`src/rtl/vec_mem_requester.sv`:
```
// vec_mem_requester
// -----------------
// Pipeline-side initiator for the 16-lane banked vector memory controller.
// Takes one scalar or vector load/store at a time from the execute stage,
// drives the controller port for one issue cycle, waits out the bank read
// latency for loads, and returns load data or store completion to the
// consumer. It is the controller's only master.
//
// Parameters:
//   RD_LAT  cycles from address presented until mem_q is valid (1..4)
//   AW      word address width, equal to the controller address width
//
// Ports:
//   clk, rst                       clock, asynchronous active-high reset
//   req_valid / req_ready          request handshake
//   req_store, req_vec             store/load select, vector/scalar select
//   req_addr, req_wdata            base word address, 16x16 store data
//   resp_valid / resp_ready        response handshake
//   resp_store, resp_err           store completion flag, rejection flag
//   resp_data                      16x16 load data (0 for stores)
//   mem_address, mem_data          controller address and write data
//   mem_wren, mem_vec_scalar       controller write enable, vector select
//   mem_q                          controller read data
//
// Optional feature: define VEC_MEM_ADDR_CHECK_EN to reject vector requests
// whose 16-lane span would run past the top of the address space. Without
// it, resp_err is always 0 and lane addresses wrap inside the controller.
module vec_mem_requester #(
  parameter int RD_LAT = 1,
  parameter int AW     = 18
) (
  input  logic                clk,
  input  logic                rst,
  input  logic                req_valid,
  output logic                req_ready,
  input  logic                req_store,
  input  logic                req_vec,
  input  logic [AW-1:0]       req_addr,
  input  logic [15:0][15:0]   req_wdata,
  output logic                resp_valid,
  input  logic                resp_ready,
  output logic                resp_store,
  output logic                resp_err,
  output logic [15:0][15:0]   resp_data,
  output logic [AW-1:0]       mem_address,
  output logic [15:0][15:0]   mem_data,
  output logic                mem_wren,
  output logic                mem_vec_scalar,
  input  logic [15:0][15:0]   mem_q
);

  typedef enum logic [1:0] {IDLE, ISSUE, WAIT, RESP} state_t;

  state_t              state_q, state_d;
  logic [2:0]          cnt_q, cnt_d;
  logic [AW-1:0]       addr_q, addr_d;
  logic [15:0][15:0]   wdata_q, wdata_d;
  logic                store_q, store_d;
  logic                vec_q, vec_d;
  logic                rstore_q, rstore_d;
  logic                err_q, err_d;
  logic [15:0][15:0]   rdata_q, rdata_d;
  logic                reject;

`ifdef VEC_MEM_ADDR_CHECK_EN
  // Highest base address whose 16 lanes still fit: 2^AW - 16.
  localparam logic [AW-1:0] ADDR_LIM = {AW{1'b1}} - AW'(15);
  assign reject = req_vec && (req_addr > ADDR_LIM);
`else
  // Nothing is ever rejected, so err_q never leaves its reset value of 0.
  assign reject = 1'b0;
`endif

  always_ff @(posedge clk or posedge rst) begin
    if (rst) begin
      state_q  <= IDLE;
      cnt_q    <= '0;
      addr_q   <= '0;
      wdata_q  <= '0;
      store_q  <= 1'b0;
      vec_q    <= 1'b0;
      rstore_q <= 1'b0;
      err_q    <= 1'b0;
      rdata_q  <= '0;
    end else begin
      state_q  <= state_d;
      cnt_q    <= cnt_d;
      addr_q   <= addr_d;
      wdata_q  <= wdata_d;
      store_q  <= store_d;
      vec_q    <= vec_d;
      rstore_q <= rstore_d;
      err_q    <= err_d;
      rdata_q  <= rdata_d;
    end
  end

  always_comb begin
    state_d  = state_q;
    cnt_d    = cnt_q;
    addr_d   = addr_q;
    wdata_d  = wdata_q;
    store_d  = store_q;
    vec_d    = vec_q;
    rstore_d = rstore_q;
    err_d    = err_q;
    rdata_d  = rdata_q;
    case (state_q)
      IDLE: begin
        if (req_valid) begin
          rstore_d = req_store;
          rdata_d  = '0;
          err_d    = 1'b0;
          if (reject) begin
            // Rejected requests skip the controller entirely.
            err_d   = 1'b1;
            state_d = RESP;
          end else begin
            addr_d  = req_addr;
            wdata_d = req_wdata;
            store_d = req_store;
            vec_d   = req_vec;
            state_d = ISSUE;
          end
        end
      end
      ISSUE: begin
        if (store_q) begin
          state_d = RESP;
        end else begin
          cnt_d   = 3'(RD_LAT);
          state_d = WAIT;
        end
      end
      WAIT: begin
        // mem_q is valid in the cycle the counter shows 1.
        if (cnt_q <= 3'd1) begin
          rdata_d    = '0;
          rdata_d[0] = mem_q[0];
          if (vec_q) rdata_d = mem_q;
          state_d = RESP;
        end else begin
          cnt_d = cnt_q - 3'd1;
        end
      end
      RESP: begin
        if (resp_ready) state_d = IDLE;
      end
      default: state_d = IDLE;
    endcase
  end

  // Decoded from state so an asynchronous reset drops them at once.
  assign req_ready      = (state_q == IDLE) && !rst;
  assign resp_valid     = (state_q == RESP);
  assign mem_wren       = (state_q == ISSUE) && store_q;
  assign mem_address    = addr_q;
  assign mem_data       = wdata_q;
  assign mem_vec_scalar = vec_q;
  assign resp_store     = rstore_q;
  assign resp_err       = err_q;
  assign resp_data      = rdata_q;

endmodule

```
`config.mk`:
```
export PLATFORM = sky130hd
export DESIGN_NAME = vec_mem_requester
export DESIGN_NICKNAME = d
export VERILOG_FILES = /design/src/rtl/vec_mem_requester.sv
export SDC_FILE = /design/constraint.sdc
export NUM_CORES = 1
export LEC_CHECK = 0
export BUFFER_PORTS_ARGS = -buffer_cell sky130_fd_sc_hd__buf_2
export CORE_AREA = 2 2 416 418
export CTS_BUF_LIST = sky130_fd_sc_hd__clkbuf_8
export CTS_CLUSTER_SIZE = 28
export DETAILED_ROUTE_END_ITERATION = 7
export DIE_AREA = 0 0 418 420
export MAX_ROUTING_LAYER = met4
export PLACE_DENSITY = 0.35
export RECOVER_POWER = 25
export SYNTH_ARGS = -nofsm -noshare
export SYNTH_HDL_FRONTEND = slang
export SYNTH_SLANG_ARGS = --single-unit
```
`constraint.sdc`:
```
create_clock -name clk -period 14.7 [get_ports clk]
set_input_delay 0.735 -clock clk [delete_from_list [all_inputs] [get_ports clk]]
set_output_delay 0.735 -clock clk [all_outputs]
set_load 0.005 [all_outputs]
```
=== Word level (Yosys, flattened, before mapping) ===
Cells that the tools add are included.
W data, S select, Z words.

* Add/subtract/negate cells: 1
* Muxes and demuxes: 12
* Order comparisons: 1
* Reductions and logical operators: 10
* Eq/ne operators: 8

{| class="wikitable"
|+ Operators with widths
! cell !! count
|-
| $mux W256 || 3
|-
| $pmux W256 S2 || 1
|-
| $reduce_and A3 Y1 || 3
|-
| $ne A2 B2 Y1 const B || 4
|-
| $pmux W2 S4 || 1
|-
| $mux W2 || 3
|-
| $mux W3 || 2
|-
| $pmux W3 S2 || 1
|-
| $eq A2 B2 Y1 const B || 2
|-
| $reduce_bool A2 Y1 || 2
|-
| $le A3 B1 Y1 const B || 1
|-
| $sub A3 B1 Y3 const B || 1
|-
| $eq A2 B1 Y1 const B || 1
|-
| $logic_and A1 B1 Y1 || 2
|-
| $logic_not A2 Y1 || 1
|-
| $ne A2 B1 Y1 const B || 1
|-
| $reduce_and A2 Y1 || 1
|-
| $logic_not A1 Y1 || 1
|-
| $mux W1 || 1
|}

* Input port bits: 536
* Register bits: 537
* Output and inout bits: 536
* Logic and storage cells: 69

=== Logic depth before layout (Yosys ltp) ===
Gate-level depths: netlist (run 1).

* Word-level depth: 3
* Depth in mapped cells: 7
* Gate-level depth less buffers: 5

=== Worst setup path after synthesis (run 1) ===
OpenSTA, ideal clock, no wires.

* Kind: input to register
* From: in req_valid
* To: reg rdata_q (netlist bit resp_data[32])
* Slack: 12.872 ns
* Setup time: 0.125 ns
* Arrival time: 1.702 ns
* Path buffers: 2
* Stages on the path: 5
* Data required time: 14.575 ns
* Path through: nand2b_1 o211a_4 buf_6 buf_6 mux2_4

* Word-level cells in the longest chain between the ends: 2

{| class="wikitable"
|+ RTL lines
! what !! line !! RTL
|-
| start: declaration || 34 || <nowiki>input logic req_valid,</nowiki>
|-
| $ne A2 B2 Y1 (no source line) || n/a ||
|-
| $reduce_and A3 Y1 (no source line) || n/a ||
|-
| end signal: assignment || 94 || <nowiki>rdata_q <= rdata_d;</nowiki>
|-
| end: declaration || 62 || <nowiki>logic [15:0][15:0] rdata_q, rdata_d;</nowiki>
|}

No other way between the ends.
A chain may end at the register's enable or synchronous reset.

==> flow_metrics.tcl, run 1 <==
set metrics [dict create \
    status "finished, violations left" \
    violations "capacitance limit, slew limit" \
    htreeDepth 3 \
    worstPathRequired_ns 14.40 \
    final_cell_mix "buf_2, dfrtp_1, mux2_2" \
    period_share_pct 39.30 \
    synth_top_family_by_area "multiplexers" \
    drt_pass1_iterations 4 \
    cts.root.buffer_cell "clkbuf_8" \
    syn-num-nets 2035 \
    synth_simple_gate_area_share_pct 7.068 \
    skew_ns 0.02866 \
    critPathArrivalTime_ns 5.48 \
    synth_compound_area_share_pct 0.3163 \
    cts_setup_buffers 0 \
    leakage_nw 18.20 \
    setup_slack_ns 8.923 \
    die_h_um 420 \
    synthMuxAreaShare_pct 29.83 \
    place_ws_ns 10.09 \
    via_per_inst 3.420 \
    slew_headroom_pct -121.0 \
    die_w_um 418 \
    place_area_sq_mm 0.03051 \
    setup_tns_ns 0 \
    grt_overflow 0 \
    yosysTopAreaCell "dfrtp_1" \
    cp_cell_sequence "clkbuf_1, clkinvlp_2, clkbuf_1, clkbuf_1" \
    drc 0 \
    hold_viol_final 0 \
    drive_above_1_share_pct 62.39 \
    syn_inst 1492 \
    synth_top_area_share_pct 58.58 \
    post_cts_resized 0 \
    grt_use_total_pct 13.07 \
    drv_slew 232 \
    drt-total-wl_um 116300 \
    synthAdderAreaFrac_pct 0.3818 \
    numPortBuffers 1070 \
    grt_max_degree 162 \
    cts_tree "built" \
    ir_drop_v 0.0002391 \
    power.density_mw_per_mm2 216.8 \
    grt_antenna_before_repair 79 \
    clkTransAtPathRegs_ns 0.06 \
    hp-class "in -> reg" \
    clock_latency_ns 0.82 \
    yosysSeqAreaShare_pct 58.58 \
    drt_iter0_markers 776 \
    ys_seq_elements 537 \
    grt_pass1_wl_um 154600 \
    path_class "in -> async" \
    end_kind "async pin" \
    hpwl_um 88680 \
    cpMostUsedCell "clkbuf_1" \
    place_congestion 0.8188 \
    nets 3295 \
    antenna_left 0 \
    critPathBufInv 4 \
    grt_pass1_vias 18500 \
    rows 152 \
    syn_avg_cell_area_sq_um 15.38 \
    setup_viol_count_final 0 \
    start_util_pct 13.42 \
    area_delta_synth_final_pct 51.09 \
    cpPeakStageDelay_ns 2.45 \
    core_sq_mm 0.1710 \
    syn_area_sq_mm 0.02294 \
    cts_sinks 537 \
    synth.area.top_cells "dfrtp_1, mux2_4, mux2_2" \
    clk_path_buf_depth 3 \
    cp-start-kind "primary input" \
    io_pins 1072 \
    final_common_cell "buf_2" \
    total_power_mw 7.513 \
    cpMaxStageDelayCell "clkbuf_1" \
    cts_buffers 112 \
    synth_cell_types 28 \
    synthXorXnorAreaFrac_pct 0 \
    period_needed_ns 5.777 \
    rsz0062_at_grt "no" \
    crit_family "buffers and inverters" \
    synth_warnings 0 \
    wl_per_cell_um 22.77 \
    die_area_sq_mm 0.1756 \
    fmax_mhz 173.1 \
    dr_total_vias 17470 \
    drv_cap 5 \
    crit_fanout 58 \
    worst_slew_pin_slew_ns 3.315 \
    design_area_sq_mm 0.03466 \
]
-- path summary, 6_finish.rpt --
path	start	to	slack, ns	depth (start not counted)
max	rst	mem_vec_scalar	8.92	4
min in group asynchronous	rst	resp_data[84]	1.00	3
min reg2reg	mem_data[67]	mem_data[67]	0.50	1
min	req_addr[14]	mem_address[14]	0.15	2
max reg2reg	state_q[1]	mem_data[35]	10.12	6
max in group clk	state_q[1]	mem_data[35]	10.12	6
-- cell type report --
cell class	count	area [sq um]
fillers	18870	136300
flip-flops and latches	537	13440
multi-input cells	818	8642
repair buffers	1261	7234
well taps	2233	2794
clock buffers	141	1941
clock inverters	53	420.4
diodes	42	105.1
inverters	22	83.83
-- metal layers --
| layer | track usage [%] | wire length [um] | vias to the layer above |
|---|---|---|---|
| met5 | - | 0 | - |
| met4 | 4.999 | 4442 | 0 |
| met3 | 6.152 | 11680 | 245 |
| met2 | 21.47 | 58240 | 640 |
| met1 | 13.53 | 41940 | 8708 |
| li1 | - | - | 7872 |
-- worst register-to-register path: cells and delay by family, from the launching register on --
kind,cells,cell delay (ns)
adders and majority gates,1,0.25
buffers and inverters,3,2.01
and+or+nand+nor,1,1.26
muxes,1,0.50
DFF,1,0.46
-- power breakdown --
group          switching, mW  internal [mW]
clock network          0.759          0.964
registers              0.404           2.17
logic                   1.63           1.59
total                   2.80           4.72
-- through the flow --
stage / cells / utilization (%) / hold slack, ns
2_1_floorplan: 1492 / - / 0.5032
3_3_place_gp: 4699 / 17.84 / 0.4815
3_5_place_dp: 4699 / 17.84 / 0.4872
4_1_cts: 5065 / 20.23 / 0.0002439
5_1_grt: 5097 / 20.26 / 0.01751
6_report: 5107 / 20.27 / 0.1507
-- cell usage after synthesis --
cell type,count
and3_1,240
nor2b_1,2
buf_2,36
o21ai_0,2
buf_6,4
o31a_1,1
nor2_1,1
mux2i_1,17
o2111ai_1,1
clkbuf_1,50
and2_1,1
a2bb2oi_1,1
conb_1,1
dfrtp_1,537
nand2b_1,3
buf_12,2
a311oi_1,1
buf_8,22
mux2_4,224
a41o_1,1
o211a_4,1
or3_1,1
inv_1,22
mux2_2,294
nand2_1,18
ha_1,7
nand3_1,1
buf_4,1
-- cells by family (layout without fill, tap and decap cells) --
group | count (synthesis) | after routing
fa+ha+maj | 7 | 7
mux | 535 | 535
compound gates | 8 | 8
other cells | 1 | 43
buf+inv | 137 | 1477
simple gates | 267 | 267
flops | 537 | 537
-- state kept, by name, summed over array words and instances (netlist names) --
name / cells
mem_address: 18
resp_data: 256
state_q: 2
resp_store: 1
cnt_q: 3
mem_data: 256
mem_vec_scalar: 1
-- repair_timing --
action / 4_1_cts / 5_1_grt
setup endpoints to repair: 0 / 0
hold endpoints to repair: 172 / 0
hold buffers: 172 / 0
No activity file was read; power rests on OpenSTA's default activity.
==> run 2, diff against run 1 <==
ABC_AREA = 1   (was not set)
CORE_AREA = 2 2 420 422   (was 2 2 416 418)
DIE_AREA = 0 0 422 424   (was 0 0 418 420)
clock period = 4.8 ns   (was 14.7 ns; I/O delays follow)
==> run 2 against run 1 <==
Effect of this change:
- the run still ends with capacitance limit, slew limit left
- final cell count grew 38%
- count of clock-buffer cells in the layout increased by 11
- critical path depth is 2 higher
- worst setup slack lost 7.7 ns
- die area grew 1.9%
- routed wire length grew 8.6%
- via count increased by 48%
- highest routed layer unchanged
==> flow_metrics.tcl, run 2 <==
set metrics [dict create \
    status "finished, violations left" \
    violations "capacitance limit, slew limit" \
    drt_pass1_iterations 6 \
    clkTransAtPathRegs_ns 0.06 \
    hold_start "req_wdata[231]" \
    synthAdderAreaFrac_pct 0.3751 \
    synthMuxAreaShare_pct 0 \
    htreeDepth 3 \
    start_util_pct 13.35 \
    die_h_um 424 \
    period_share_pct 74.66 \
    grt_overflow 0 \
    leakage_nw 22.74 \
    dp.cells 6138 \
    fmax_mhz 279.0 \
    total_power_mw 21.43 \
    worst_slew_pin_slew_ns 1.927 \
    swShare_pct 41.08 \
    setup_viol_count_final 0 \
    post_cts_resized 0 \
    synth_most_common_cell "nand2_1" \
    power.density_mw_per_mm2 527.5 \
    hpwl_um 87900 \
    numPortBuffers 1070 \
    place_congestion 0.8637 \
    synth_cell_types 18 \
    core_sq_mm 0.1750 \
    hp-class "in -> reg" \
    synthArstFlopShare_pct 100.0 \
    critPathArrivalTime_ns 3.34 \
    drv_cap 5 \
    clock_latency_ns 0.86 \
    synth-edff-count 0 \
    worstPathRequired_ns 4.56 \
    synth.area.top_cells "dfrtp_1, nand2_1, nand3_1" \
    wl_per_cell_um 17.89 \
    dr_total_vias 25900 \
    cts_sinks 537 \
    syn_avg_cell_area_sq_um 8.058 \
    drv_slew 143 \
    slew_headroom_pct -29.17 \
    critPathLaunch "state_q[0]" \
    die_area_sq_mm 0.1789 \
    ys_seq_elements 537 \
    rsz0062_at_grt "no" \
    reg2reg_from "state_q[0]" \
    cts.root.buffer_cell "clkbuf_8" \
    antenna_left 0 \
    drt_iter0_markers 1474 \
    skew_ns 0.06243 \
    syn-num-nets 3441 \
    cp-start-kind "flop" \
    syn_inst 2898 \
    die_w_um 422 \
    grt_antenna_before_repair 14 \
    area_delta_synth_final_pct 73.96 \
    pwr-share-comb_pct 39.2 \
    yosysSeqAreaShare_pct 57.55 \
    grt_max_degree 145 \
    synth_top_family_by_area "simple AND/OR/NAND/NOR gates" \
    via_per_inst 3.670 \
    p_switching_mw 8.802 \
    crit_fanout 98 \
    worst_hold_slack_ns 0.1494 \
    synth_warnings 0 \
    grt_pass1_vias 26600 \
    final_common_cell "nand2_1" \
    clk_path_buf_depth 3 \
    end_kind "primary output" \
    synth_compound_area_share_pct 0.09645 \
    drt-total-wl_um 126200 \
    io_pins 1072 \
    hold_viol_final 0 \
    ir_drop_v 0.0004357 \
    grt_pass1_wl_um 181400 \
    intPower_mw 12.62 \
    period_needed_ns 3.584 \
    final_cells 7058 \
    grt_use_total_pct 14.00 \
    clockPowerShare_pct 26.6 \
    synthXorXnorAreaFrac_pct 0 \
    synth_top_area_share_pct 57.55 \
    drive_above_1_share_pct 27.15 \
    final_cell_mix "nand2_1, buf_2, dlygate4sd3_1" \
    rows 154 \
    synth_common_cells "nand2_1, dfrtp_1, nand3_1" \
    yosysTopAreaCell "dfrtp_1" \
    drc 0 \
    synth_simple_gate_area_share_pct 33.54 \
    syn_area_sq_mm 0.02335 \
    path_class "reg -> out" \
    pwr-share-seq_pct 34.2 \
    nets 5150 \
    cts_buffers 114 \
    synth_flop_cell "dfrtp_1" \
    cts_tree "built" \
]
run 2: changes by cell type after synthesis, sizes merged, moves of 3 or more:
cell    delta
and3     -240
mux2i     -17
buf       +65
nand2   +1090
nor2     +246
mux2     -518
nand3b    +17
nand3    +519
nand2b     -3
inv      +229
clkbuf    +25
run 2: through the flow:
step | setup TNS (ns) | area [sq um] | util [%] | setup slack, ns
final | 0 | 40620 | 23.22 | 1.216
after global routing | 0 | 40610 | 23.21 | 0.8369
after CTS | 0 | 40640 | 23.23 | 0.9578
after detailed placement | 0 | 31080 | 17.76 | 1.413
after global placement | 0 | 31080 | 17.76 | 1.482
after floorplan | -1472.46 | 23350 | - | -2.742
run 2: metal layers:
layer / up-vias / track usage, % / part of all wire (%)
li1: 12380 / - / -
met1: 12500 / 16.05 / 40
met3: 213 / 3.699 / 6.6
met2: 814 / 23.00 / 49
met4: 0 / 6.054 / 3.8
met5: - / - / 0
run 2: repair_timing:
action | CTS | global route
endpoints found under the setup margin | 0 | 0
endpoints found under the hold margin | 546 | 0
setup buffers | 0 | 0
hold buffers | 693 | 0
run 2: layout make-up:
class | count | area [sq um]
Sequential cell | 537 | 13440
Fill cell | 19650 | 134300
Tap cell | 2340 | 2928
Clock inverter | 64 | 526.8
Multi-Input combinational cell | 1905 | 8004
Timing Repair Buffer | 1798 | 12660
Clock buffer | 152 | 2092
Inverter | 251 | 943.4
Antenna cell | 11 | 27.53
run 2: cell families after synthesis:
group	count (synthesis)
and+or+nand+nor	1894
DFF	537
buffers and inverters	456
adders and majority gates	7
AOI/OAI and AO/OA	3
other	1
run 2: final timing paths:
path / end / slack (ns) / cells past startpoint
setup / recovery: req_ready / 1.22 / 6
hold / removal: mem_data[231] / 0.15 / 4
setup reg to reg: resp_data[22] / 1.55 / 8
hold reg to reg: mem_address[10] / 0.46 / 2
max in group asynchronous: cnt_q[2] / 1.75 / 4
min in group asynchronous: mem_data[150] / 0.56 / 3
run 2: critical path, stage by stage (launching register included):
cell and delay (ns):
dfrtp_1 0.42, inv_1 0.21, ha_4 0.50, buf_4 0.88, inv_1 0.09, nor2_1 0.17, buf_2 0.14
run 2: power groups by stage:
stage	registers, mW	logic (mW)	clock network [mW]
floorplan	7.48	3.78	0
global placement	7.36	8.10	0
detailed placement	7.37	8.11	0
CTS	7.33	8.67	5.97
global route	7.56	9.35	6.16
finish	7.33	8.40	5.70
